==> src/rtl/mul_seq_pkg.sv <==
// Shared types and default widths for the iterated-multiply sequencer.
package mul_seq_pkg;

    localparam int DEF_DATA_W = 32;
    localparam int DEF_ADDR_W = 4;
    localparam int DEF_CNT_W  = 4;

    typedef enum logic [2:0] {
        IDLE  = 3'd0,
        READ  = 3'd1,
        LOAD  = 3'd2,
        MUL   = 3'd3,
        WRITE = 3'd4,
        DONE  = 3'd5
    } state_e;

endpackage

==> src/rtl/mul_seq_ctrl.sv <==
// Iterated-multiply sequencer: acc = Rs * Rm^N, written back to Rd through write port 1.
// Define MUL_SEQ_CSPR_EN to add the status-flag update outputs driven during write-back.
module mul_seq_ctrl
    import mul_seq_pkg::*;
#(
    parameter int DATA_W = DEF_DATA_W,
    parameter int ADDR_W = DEF_ADDR_W,
    parameter int CNT_W  = DEF_CNT_W
) (
    input  logic              clk,
    input  logic              rst_n,
    input  logic              start,
    input  logic              abort,
    input  logic [ADDR_W-1:0] rs_sel,
    input  logic [ADDR_W-1:0] rm_sel,
    input  logic [ADDR_W-1:0] rd_sel,
    input  logic [CNT_W-1:0]  iter,
    output logic              busy,
    output logic              done,
    output logic [ADDR_W-1:0] rf_raddr1,
    output logic [ADDR_W-1:0] rf_raddr2,
    input  logic [DATA_W-1:0] rf_rdata1,
    input  logic [DATA_W-1:0] rf_rdata2,
    output logic [ADDR_W-1:0] rf_waddr,
    output logic [DATA_W-1:0] rf_wdata,
    output logic              rf_wen,
    output logic [DATA_W-1:0] mul_rs,
    output logic [DATA_W-1:0] mul_rm,
    input  logic [DATA_W-1:0] mul_result
`ifdef MUL_SEQ_CSPR_EN
    ,
    input  logic [DATA_W-1:0] cspr_in,
    output logic              cspr_write,
    output logic [DATA_W-1:0] cspr_update
`endif
);

    state_e              state_r;
    logic [ADDR_W-1:0]   raddr1_r;
    logic [ADDR_W-1:0]   raddr2_r;
    logic [ADDR_W-1:0]   rd_r;
    logic [CNT_W-1:0]    iter_r;
    logic [CNT_W-1:0]    cnt_r;
    logic [DATA_W-1:0]   acc_r;
    logic [DATA_W-1:0]   op_r;
    logic                busy_r;
    logic                wen_r;
    logic                done_r;

    // Sequencer state, operand capture, accumulator and iteration count
    always_ff @(posedge clk or negedge rst_n) begin
        if (!rst_n) begin
            state_r  <= IDLE;
            raddr1_r <= {ADDR_W{1'b0}};
            raddr2_r <= {ADDR_W{1'b0}};
            rd_r     <= {ADDR_W{1'b0}};
            iter_r   <= {CNT_W{1'b0}};
            cnt_r    <= {CNT_W{1'b0}};
            acc_r    <= {DATA_W{1'b0}};
            op_r     <= {DATA_W{1'b0}};
            busy_r   <= 1'b0;
            wen_r    <= 1'b0;
            done_r   <= 1'b0;
        end else if (abort && (state_r != IDLE)) begin
            state_r <= IDLE;
            busy_r  <= 1'b0;
            wen_r   <= 1'b0;
            done_r  <= 1'b0;
        end else begin
            case (state_r)
                IDLE: begin
                    if (start && !abort) begin
                        raddr1_r <= rs_sel;
                        raddr2_r <= rm_sel;
                        rd_r     <= rd_sel;
                        iter_r   <= iter;
                        busy_r   <= 1'b1;
                        state_r  <= READ;
                    end else begin
                        state_r  <= IDLE;
                    end
                end
                READ: begin
                    state_r <= LOAD;
                end
                LOAD: begin
                    acc_r <= rf_rdata1;
                    op_r  <= rf_rdata2;
                    cnt_r <= iter_r;
                    if (iter_r == {CNT_W{1'b0}}) begin
                        wen_r   <= 1'b1;
                        state_r <= WRITE;
                    end else begin
                        state_r <= MUL;
                    end
                end
                MUL: begin
                    acc_r <= mul_result;
                    cnt_r <= cnt_r - {{(CNT_W-1){1'b0}}, 1'b1};
                    if (cnt_r == {{(CNT_W-1){1'b0}}, 1'b1}) begin
                        wen_r   <= 1'b1;
                        state_r <= WRITE;
                    end else begin
                        state_r <= MUL;
                    end
                end
                WRITE: begin
                    wen_r   <= 1'b0;
                    done_r  <= 1'b1;
                    state_r <= DONE;
                end
                DONE: begin
                    done_r  <= 1'b0;
                    busy_r  <= 1'b0;
                    state_r <= IDLE;
                end
                default: begin
                    busy_r  <= 1'b0;
                    wen_r   <= 1'b0;
                    done_r  <= 1'b0;
                    state_r <= IDLE;
                end
            endcase
        end
    end

    // An abort arriving during the write or done cycle still cancels that pulse.
    assign busy      = busy_r;
    assign done      = done_r & ~abort;
    assign rf_wen    = wen_r & ~abort;
    assign rf_raddr1 = raddr1_r;
    assign rf_raddr2 = raddr2_r;
    assign rf_waddr  = rd_r;
    assign rf_wdata  = acc_r;
    assign mul_rs    = acc_r;
    assign mul_rm    = op_r;

`ifdef MUL_SEQ_CSPR_EN
    assign cspr_write  = rf_wen;
    assign cspr_update = rf_wen ? {acc_r[DATA_W-1], (acc_r == {DATA_W{1'b0}}), cspr_in[DATA_W-3:0]}
                                : {DATA_W{1'b0}};
`else
`endif

endmodule
==> config.mk <==
export PLATFORM = sky130hd
export DESIGN_NAME = mul_seq_ctrl
export DESIGN_NICKNAME = d
export VERILOG_FILES = /design/src/rtl/mul_seq_pkg.sv /design/src/rtl/mul_seq_ctrl.sv
export SDC_FILE = /design/constraint.sdc
export NUM_CORES = 1
export LEC_CHECK = 0
export BUFFER_PORTS_ARGS = -buffer_cell sky130_fd_sc_hd__buf_2
export CORE_MARGIN = 2
export CORE_UTILIZATION = 40
export CTS_CLUSTER_DIAMETER = 120
export DETAILED_ROUTE_END_ITERATION = 8
export GPL_ROUTABILITY_DRIVEN = 0
export PLACE_DENSITY = 0.76
export RECOVER_POWER = 25
export SLEW_MARGIN = 15
export SYNTH_ARGS = -nofsm -noshare
export SYNTH_HDL_FRONTEND = slang
export SYNTH_SLANG_ARGS = --single-unit
==> constraint.sdc <==
create_clock -name clk -period 1.59 [get_ports clk]
set_input_delay 0.159 -clock clk [delete_from_list [all_inputs] [get_ports clk]]
set_output_delay 0.159 -clock clk [all_outputs]
set_load 0.01 [all_outputs]
After elaboration in Yosys (flattened, before gate mapping). Cells that the tools add are included.

Bits in registers: 90. Bits in latches: 0. RAM bits: 0. ROM bits: 0. Input bits: 116. Output and inout bits: 111. Logic and storage cells: 59. Memories kept: 0.

Add/subtract/negate cells: 1. $mul: 0. Div/mod/pow operators: 0. $lt $le $gt $ge: 0. Equal/unequal tests: 12. Shift-type cells: 0. Mux-type cells: 16. Bitwise operators: 4. Reductions and logical operators: 15.

Operators with widths (count): $pmux 32 s2 (1); $pmux 3 s5 (1); $mux 3 (3); $ne 3x3->1 const B (3); $pmux 4 s2 (1); $reduce_or 4->1 (2); $mux 1 (7); $eq 3x2->1 const B (2); $eq 3x3->1 const B (2); $ne 2x1->1 const B (3); $reduce_and 2->1 (3); $reduce_and 3->1 (2); $eq 4x1->1 const B (1); $logic_not 4->1 (1); $pmux 1 s2 (2); $sub 4x1->4 const B (1); $eq 3x1->1 const B (1); $logic_not 3->1 (1); $pmux 1 s3 (1); $reduce_bool 3->1 (1); $reduce_or 3->1 (1); $and 1x1->1 (2); $logic_and 1x1->1 (2); $not 1->1 (2); other kinds (2) (2).

Depth between registers and ports, before layout. Gate-level depths: netlist (run 1).

Word-level depth: 5. Depth in mapped cells: 7. Depth with buffers taken out: 6.

Worst setup path after synthesis (run 1). No wires, ideal clock.

Kind: reg2reg. Start point: reg state_r[2]. End point: reg op_r[22] (netlist: mul_rm[22]). Setup time: 0.125 ns. Data arrival time: 1.388 ns. Required time: 1.465 ns. Slack: 0.077 ns. Stages on the path, launching flop included: 7. Buffers on the path: 3. Period minus slack after synthesis: 1.513 ns. Cells stage by stage: dfrtp_1 buf_6 nor2_4 and3_1 buf_2 buf_6 mux2_2.

Cells in the longest elaborated chain, start to end: 4. Elaborated cells on any way between the ends: 5. Classes of those cells: 1 x eq/ne; 1 x bitwise; 3 x reduce/logical.

Ends and longest elaborated chain: from (decl) (RTL line mul_seq_ctrl.sv:38) `state_e state_r;`; from (signal assigned) (RTL line mul_seq_ctrl.sv:53) `state_r <= IDLE;`; from (signal assigned) (RTL line mul_seq_ctrl.sv:65) `state_r <= IDLE;`; from (signal assigned) (RTL line mul_seq_ctrl.sv:78) `state_r <= READ;`; $reduce_bool 3->1 (RTL line mul_seq_ctrl.sv:64) `end else if (abort && (state_r != IDLE)) begin`; $logic_and 1x1->1 (RTL line mul_seq_ctrl.sv:64); $not 1->1 (no line); $reduce_and 2->1 (no line) *; to (signal assigned) (RTL line mul_seq_ctrl.sv:60) `op_r <= {DATA_W{1'b0}};`; to (signal assigned) (RTL line mul_seq_ctrl.sv:88) `op_r <= rf_rdata2;`; to (decl) (RTL line mul_seq_ctrl.sv:45) `logic [DATA_W-1:0] op_r;`.

Every way passes the cells marked *; elsewhere a longest branch is shown, timed or not. A chain may end at the register's enable or synchronous reset.

Worst setup path in the final report (run 1).
Start point: reg state_r[2]. End point: reg op_r[23] (netlist: mul_rm[23]).

Same word-level chain as after synthesis.

==> flow_metrics.py, run 1 <==
metrics = {
    "outcome": {
        "status": "complete, no violations",
    },
    "global_routing": {
        "grt-ovfl-total": 0,
        "grt_max_degree": 91,
        "first_global_vias": 3274,
        "track_usage_pct": 17.7,
        "antenna_found_initial": 0,
        "grt_first_pass_wirelength_um": 15500,
    },
    "finish": {
        "num_antenna_cells": 0,
        "post_route_cells_drive_above_1_share_pct": 53.7,
        "fin_cells": 708,
        "layout_commonest_cell": "buf_2",
        "finish.utilization_pct": 56.8,
        "final_area_um2": 5580,
        "layout_common_cells": "225 x buf_2, 89 x dfrtp_1, 43 x mux2_2, 38 x nand2_1, 34 x o21ai_0",
        "area_growth_pct": 37.7,
        "fin_nets": 688,
    },
    "logic_synthesis": {
        "netlist_area_um2": 4050,
        "synth_top_flop_cell": "dfrtp_1",
        "synth-seq-cells": 90,
        "syn_area_per_cell_um2": 11.6,
        "synth_edf_count": 0,
        "syn_nets": 467,
        "synth_cells": 349,
        "yosysSeqAreaShare_pct": 55.6,
        "yosys_warnings": 0,
        "synthDistinctLibCells": 38,
        "ys_async_sr_fraction_pct": 100,
    },
    "cts": {
        "htreeDepth": 3,
        "cts-root-buf": "clkbuf_8",
        "cts_tree": "yes",
        "clock_sinks": 90,
        "clock_tree.buffer_depth": 2,
        "numCtsBuffers": 9,
        "clk_pin_slew_worst_paths_ps": 100,
        "insertion_delay_ps": 360,
    },
    "power_and_ir_drop": {
        "power.density_nw_per_um2": 1770,
        "finalPower_mw": 9.88,
        "p_leak_nw": 2.85,
        "peakVddDrop_v": 0.000751,
    },
    "hold_path": {
        "hold_class": "primary input to flip-flop",
        "worstHoldStart": "rm_sel[1]",
        "hold_end": "rf_raddr2[1]",
        "whs_path_depth": 2,
    },
    "sta": {
        "drv_slew": 0,
        "clock.fmax_mhz": 668,
        "finalHoldViolCount": 0,
        "rsz0062_at_grt": "no",
        "period_minus_slack_ps": 1500,
        "fin_tns_setup_ps": 0,
        "max_slew.worst_pin.slew_ps": 482,
        "fin_worst_skew_ps": 13.7,
        "slew_headroom_pct": 67.8,
        "setup_violations": 0,
        "whs_ps": 26.0,
        "fin_ws_ps": 92.7,
        "finalCritPeriodShare_pct": 94.2,
    },
    "worst_setup_path": {
        "r2r_start": "state_r[2]",
        "worstPathArrival_ps": 1740,
        "startpoint_type": "flip-flop",
        "worstPathRequired_ps": 1830,
        "path_max_fanout": 32,
        "end_kind": "flip-flop",
        "rr_endpoint": "mul_rm[23]",
        "r2r_slack_ps": 90,
        "rr_worst_depth": 4,
        "crit_type": "flip-flop to flip-flop",
    },
    "floorplanning": {
        "die_x_um": 105,
        "dieArea_um2": 11000,
        "io_pins": 227,
        "rows": 36,
        "start_util_pct": 41.3,
        "dieHeight_um": 105,
        "core_um2": 9820,
    },
    "drt": {
        "detail_route.wl_per_cell_um": 14.3,
        "first_iter_violations": 166,
        "first_pass_iters": 4,
        "vias": 3390,
        "drtAntennaViolNets": 0,
        "vias_per_cell": 4.79,
        "routed_wl_um": 10200,
        "drc_errors": 0,
    },
    "place": {
        "postPlaceCellArea_um2": 5120,
        "pre_cts_slack_ps": 15.8,
        "io_buffers": 226,
        "placed_cells": 665,
        "post-dp-hpwl_um": 7340,
    },
    "job": {
        "drv_cap": 0,
    },
}
cell type report:
cell class	instances	area, µm²
Fill cell	872	4240
Sequential cell	90	2250
Timing Repair Buffer	266	1560
Multi-Input combinational cell	196	1380
Tap cell	133	166
Clock buffer	10	138
Clock inverter	6	56.3
Inverter	7	26.3
worst max path at each step:
stage	endpoint	cells after the start	startpoint
floorplan	mul_rm[22]	6	state_r[2]
global placement	wen_r	6	cnt_r[1]
detailed placement	wen_r	6	cnt_r[1]
CTS	wen_r	6	cnt_r[1]
global route	mul_rs[31]	4	state_r[2]
finish	mul_rm[23]	4	state_r[2]
cells by family after synthesis:
| family | share of synthesized area, % |
|---|---|
| buf+inv | 10.4 |
| simple gates | 6.88 |
| compound gates | 12.7 |
| fa+ha+maj | 0.617 |
| flops | 55.6 |
| mux | 13.8 |
sequential cells by signal, summed over array words and instances, names as in the netlist:
register,count
wen_r,1
done_r,1
rf_raddr2,4
busy,1
mul_rm,32
cnt_r,4
rf_raddr1,4
state_r,3
iter_r,4
rf_waddr,4
mul_rs,32
cells in the mapped netlist, types with 2 or more instances:
cell | number | area (µm²)
o22ai_1 | 33 | 206
o21ai_1 | 4 | 20.0
dfrtp_1 | 90 | 2250
o21ai_0 | 34 | 170
buf_6 | 4 | 45.0
a31oi_1 | 2 | 12.5
nand2_1 | 38 | 143
buf_2 | 9 | 45.0
buf_4 | 38 | 285
inv_1 | 6 | 22.5
clkbuf_1 | 4 | 15.0
mux2_2 | 43 | 484
ha_1 | 2 | 25.0
a21oi_1 | 5 | 25.0
mux2i_1 | 2 | 20.0
nand2b_1 | 2 | 12.5
o22a_1 | 2 | 17.5
mux2_1 | 5 | 56.3
nor2_4 | 2 | 22.5
nor2b_1 | 2 | 12.5
nor2_1 | 5 | 18.8
metal layers:
metal,global-route usage [%],wire (µm),vias up
met4,5.05,184,0
met2,32.0,5530,119
met5,0,0,-
met3,5.05,542,17
met1,20.4,3890,1622
li1,-,-,1632
where the power goes:
part	switching [mW]	internal [mW]
clock	0.881	0.650
sequential	0.694	3.38
combinational	2.20	2.07
total	3.78	6.10
timing repair:
action	4_1_cts	5_1_grt
setup endpoints to repair	0	61
setup buffers	0	1
gates resized for setup	0	2
hold buffers	5	21
endpoints found under the hold margin	94	21
critical path, cell delays in order (launching register included):
cell,delay (ps)
dfrtp_2,470
nor2_4,120
and3_1,200
buf_12,210
mux2_2,370
No activity file was read; power rests on OpenSTA's default activity.
==> run 2, diff against run 1 <==
--- a/config.mk
+++ b/config.mk
@@ -7,11 +7,11 @@
 export LEC_CHECK = 0
 export BUFFER_PORTS_ARGS = -buffer_cell sky130_fd_sc_hd__buf_2
 export CORE_MARGIN = 2
-export CORE_UTILIZATION = 40
+export CORE_UTILIZATION = 44
 export CTS_CLUSTER_DIAMETER = 120
 export DETAILED_ROUTE_END_ITERATION = 8
 export GPL_ROUTABILITY_DRIVEN = 0
-export PLACE_DENSITY = 0.76
+export PLACE_DENSITY = 0.8
 export RECOVER_POWER = 25
 export SLEW_MARGIN = 15
 export SYNTH_ARGS = -nofsm -noshare
==> constraint.sdc (replaced) <==
create_clock -name clk -period 1.6 [get_ports clk]
set_input_delay 0.16 -clock clk [delete_from_list [all_inputs] [get_ports clk]]
set_output_delay 0.16 -clock clk [all_outputs]
set_load 0.01 [all_outputs]
==> run 2 against run 1 <==
Effect of this change: non-clock buffer count shrank 26; total power up 0.63%; combinational power fell by 2%; global-route usage up 1.4 points; clock power is 11% higher; utilization rose by 1.6 points; setup slack better by 0.59 ps.
==> flow_metrics.py, run 2 (synthesis gave the netlist of run 1 again) <==
metrics = {
    "worst_setup_path": {
        "cp_slowest_stage_delay_ps": 480,
        "crit_chain": "nor2_4, and3_1, buf_12, mux2_2",
        "path_max_fanout": 32,
        "worstPathRequired_ps": 1830,
        "cpMaxStageDelayCell": "dfrtp_2",
        "end_kind": "flip-flop",
        "startpoint_type": "flip-flop",
        "worstPathArrival_ps": 1740,
        "crit_type": "flip-flop to flip-flop",
    },
    "sta": {
        "finalHoldViolCount": 0,
        "setup_violations": 0,
        "drv_slew": 0,
        "period_minus_slack_ps": 1510,
        "max_slew.worst_pin.slew_ps": 472,
        "fin_tns_setup_ps": 0,
        "clock.fmax_mhz": 664,
        "rsz0062_at_grt": "no",
        "finalCritPeriodShare_pct": 94.2,
        "slew_headroom_pct": 68.5,
        "fin_worst_skew_ps": 10.9,
    },
    "global_routing": {
        "grt-ovfl-total": 0,
        "track_usage_pct": 19.1,
        "grt_max_degree": 91,
        "antenna_found_initial": 0,
        "grt_first_pass_wirelength_um": 15200,
        "first_global_vias": 3269,
    },
    "finish": {
        "finish.utilization_pct": 58.4,
        "layout_common_cells": "225 x buf_2, 89 x dfrtp_1, 43 x mux2_2, 38 x nand2_1",
        "num_antenna_cells": 0,
        "fin_nets": 662,
        "area_growth_pct": 31.3,
        "layout_commonest_cell": "buf_2",
        "post_route_cells_drive_above_1_share_pct": 56.1,
    },
    "job": {
        "drv_cap": 0,
    },
    "cts": {
        "htreeDepth": 3,
        "clock_sinks": 90,
        "clk_pin_slew_worst_paths_ps": 90,
        "clock_tree.buffer_depth": 2,
        "numCtsBuffers": 9,
        "cts_tree": "yes",
        "insertion_delay_ps": 340,
        "cts-root-buf": "clkbuf_8",
    },
    "floorplanning": {
        "start_util_pct": 44.5,
        "rows": 35,
        "dieArea_um2": 10000,
        "io_pins": 227,
        "dieHeight_um": 100,
        "die_x_um": 100,
        "core_um2": 9110,
    },
    "power_and_ir_drop": {
        "peakVddDrop_v": 0.000732,
        "p_leak_nw": 2.75,
        "power.density_nw_per_um2": 1870,
    },
    "drt": {
        "drtAntennaViolNets": 0,
        "first_pass_iters": 7,
        "vias_per_cell": 4.99,
        "drc_errors": 0,
        "detail_route.wl_per_cell_um": 14.7,
        "vias": 3294,
        "first_iter_violations": 94,
        "routed_wl_um": 9710,
    },
    "place": {
        "post-dp-hpwl_um": 7290,
        "io_buffers": 226,
    },
    "outcome": {
        "status": "complete, no violations",
    },
    "hold_path": {
        "hold_class": "primary input to flip-flop",
    },
}
-- run 2: worst max-delay path: cells and delay by family, from the launching register on --
kind / cells / cell delay, ps
buf+inv: 1 / 210
mux: 1 / 370
flops: 1 / 480
simple gates: 2 / 340
-- run 2: worst paths after layout --
| kind | from | end | slack (ps) | cells past startpoint |
|---|---|---|---|---|
| min in group asynchronous | rst_n | mul_rs[13] | 430 | 3 |
| hold / removal | rd_sel[1] | rf_waddr[1] | 40 | 2 |
| setup / recovery | state_r[2] | mul_rm[11] | 90 | 4 |
| hold reg to reg | mul_rm[30] | mul_rm[30] | 480 | 1 |
| setup reg to reg | state_r[2] | mul_rm[11] | 90 | 4 |
| max in group asynchronous | rst_n | state_r[2] | 760 | 3 |
-- run 2: layout make-up --
class / count / area, µm²
Fill cell: 801 / 3780
Sequential cell: 90 / 2250
Multi-Input combinational cell: 196 / 1390
Timing Repair Buffer: 240 / 1300
Clock buffer: 12 / 145
Tap cell: 111 / 139
Clock inverter: 4 / 73.8
Inverter: 7 / 26.3
-- run 2: repair_timing --
action,CTS,global route
setup endpoints to repair,0,37
endpoints found under the hold margin,90,0
buffers inserted,0,1
resized for setup,0,6
hold buffers,1,0
-- run 2: where the power goes --
group	internal, mW	switching [mW]	total [mW]
sequential	3.36	0.702	4.06
combinational	2.03	2.15	4.18
clock	0.928	0.772	1.70
-- run 2: per-layer routing --
metal | vias up | share of wire, % | track usage (%)
li1 | 1576 | - | -
met1 | 1594 | 41 | 23.6
met2 | 108 | 52 | 33.1
met3 | 16 | 4.4 | 3.27
met4 | 0 | 2.0 | 8.01
met5 | - | 0 | 0
-- run 2: per-stage QoR --
stage	total power, mW	setup slack, ps	area [µm²]	cells	hold WS, ps
4_1_cts	10.0	2.85	5310	659	21.0
5_1_grt	10.7	15.5	5320	660	18.5
3_3_place_gp	8.10	61.2	5080	642	230
2_1_floorplan	6.82	87.3	4050	349	-136
6_report	9.94	93.2	5320	660	35.5
3_5_place_dp	8.32	10.3	5080	642	238
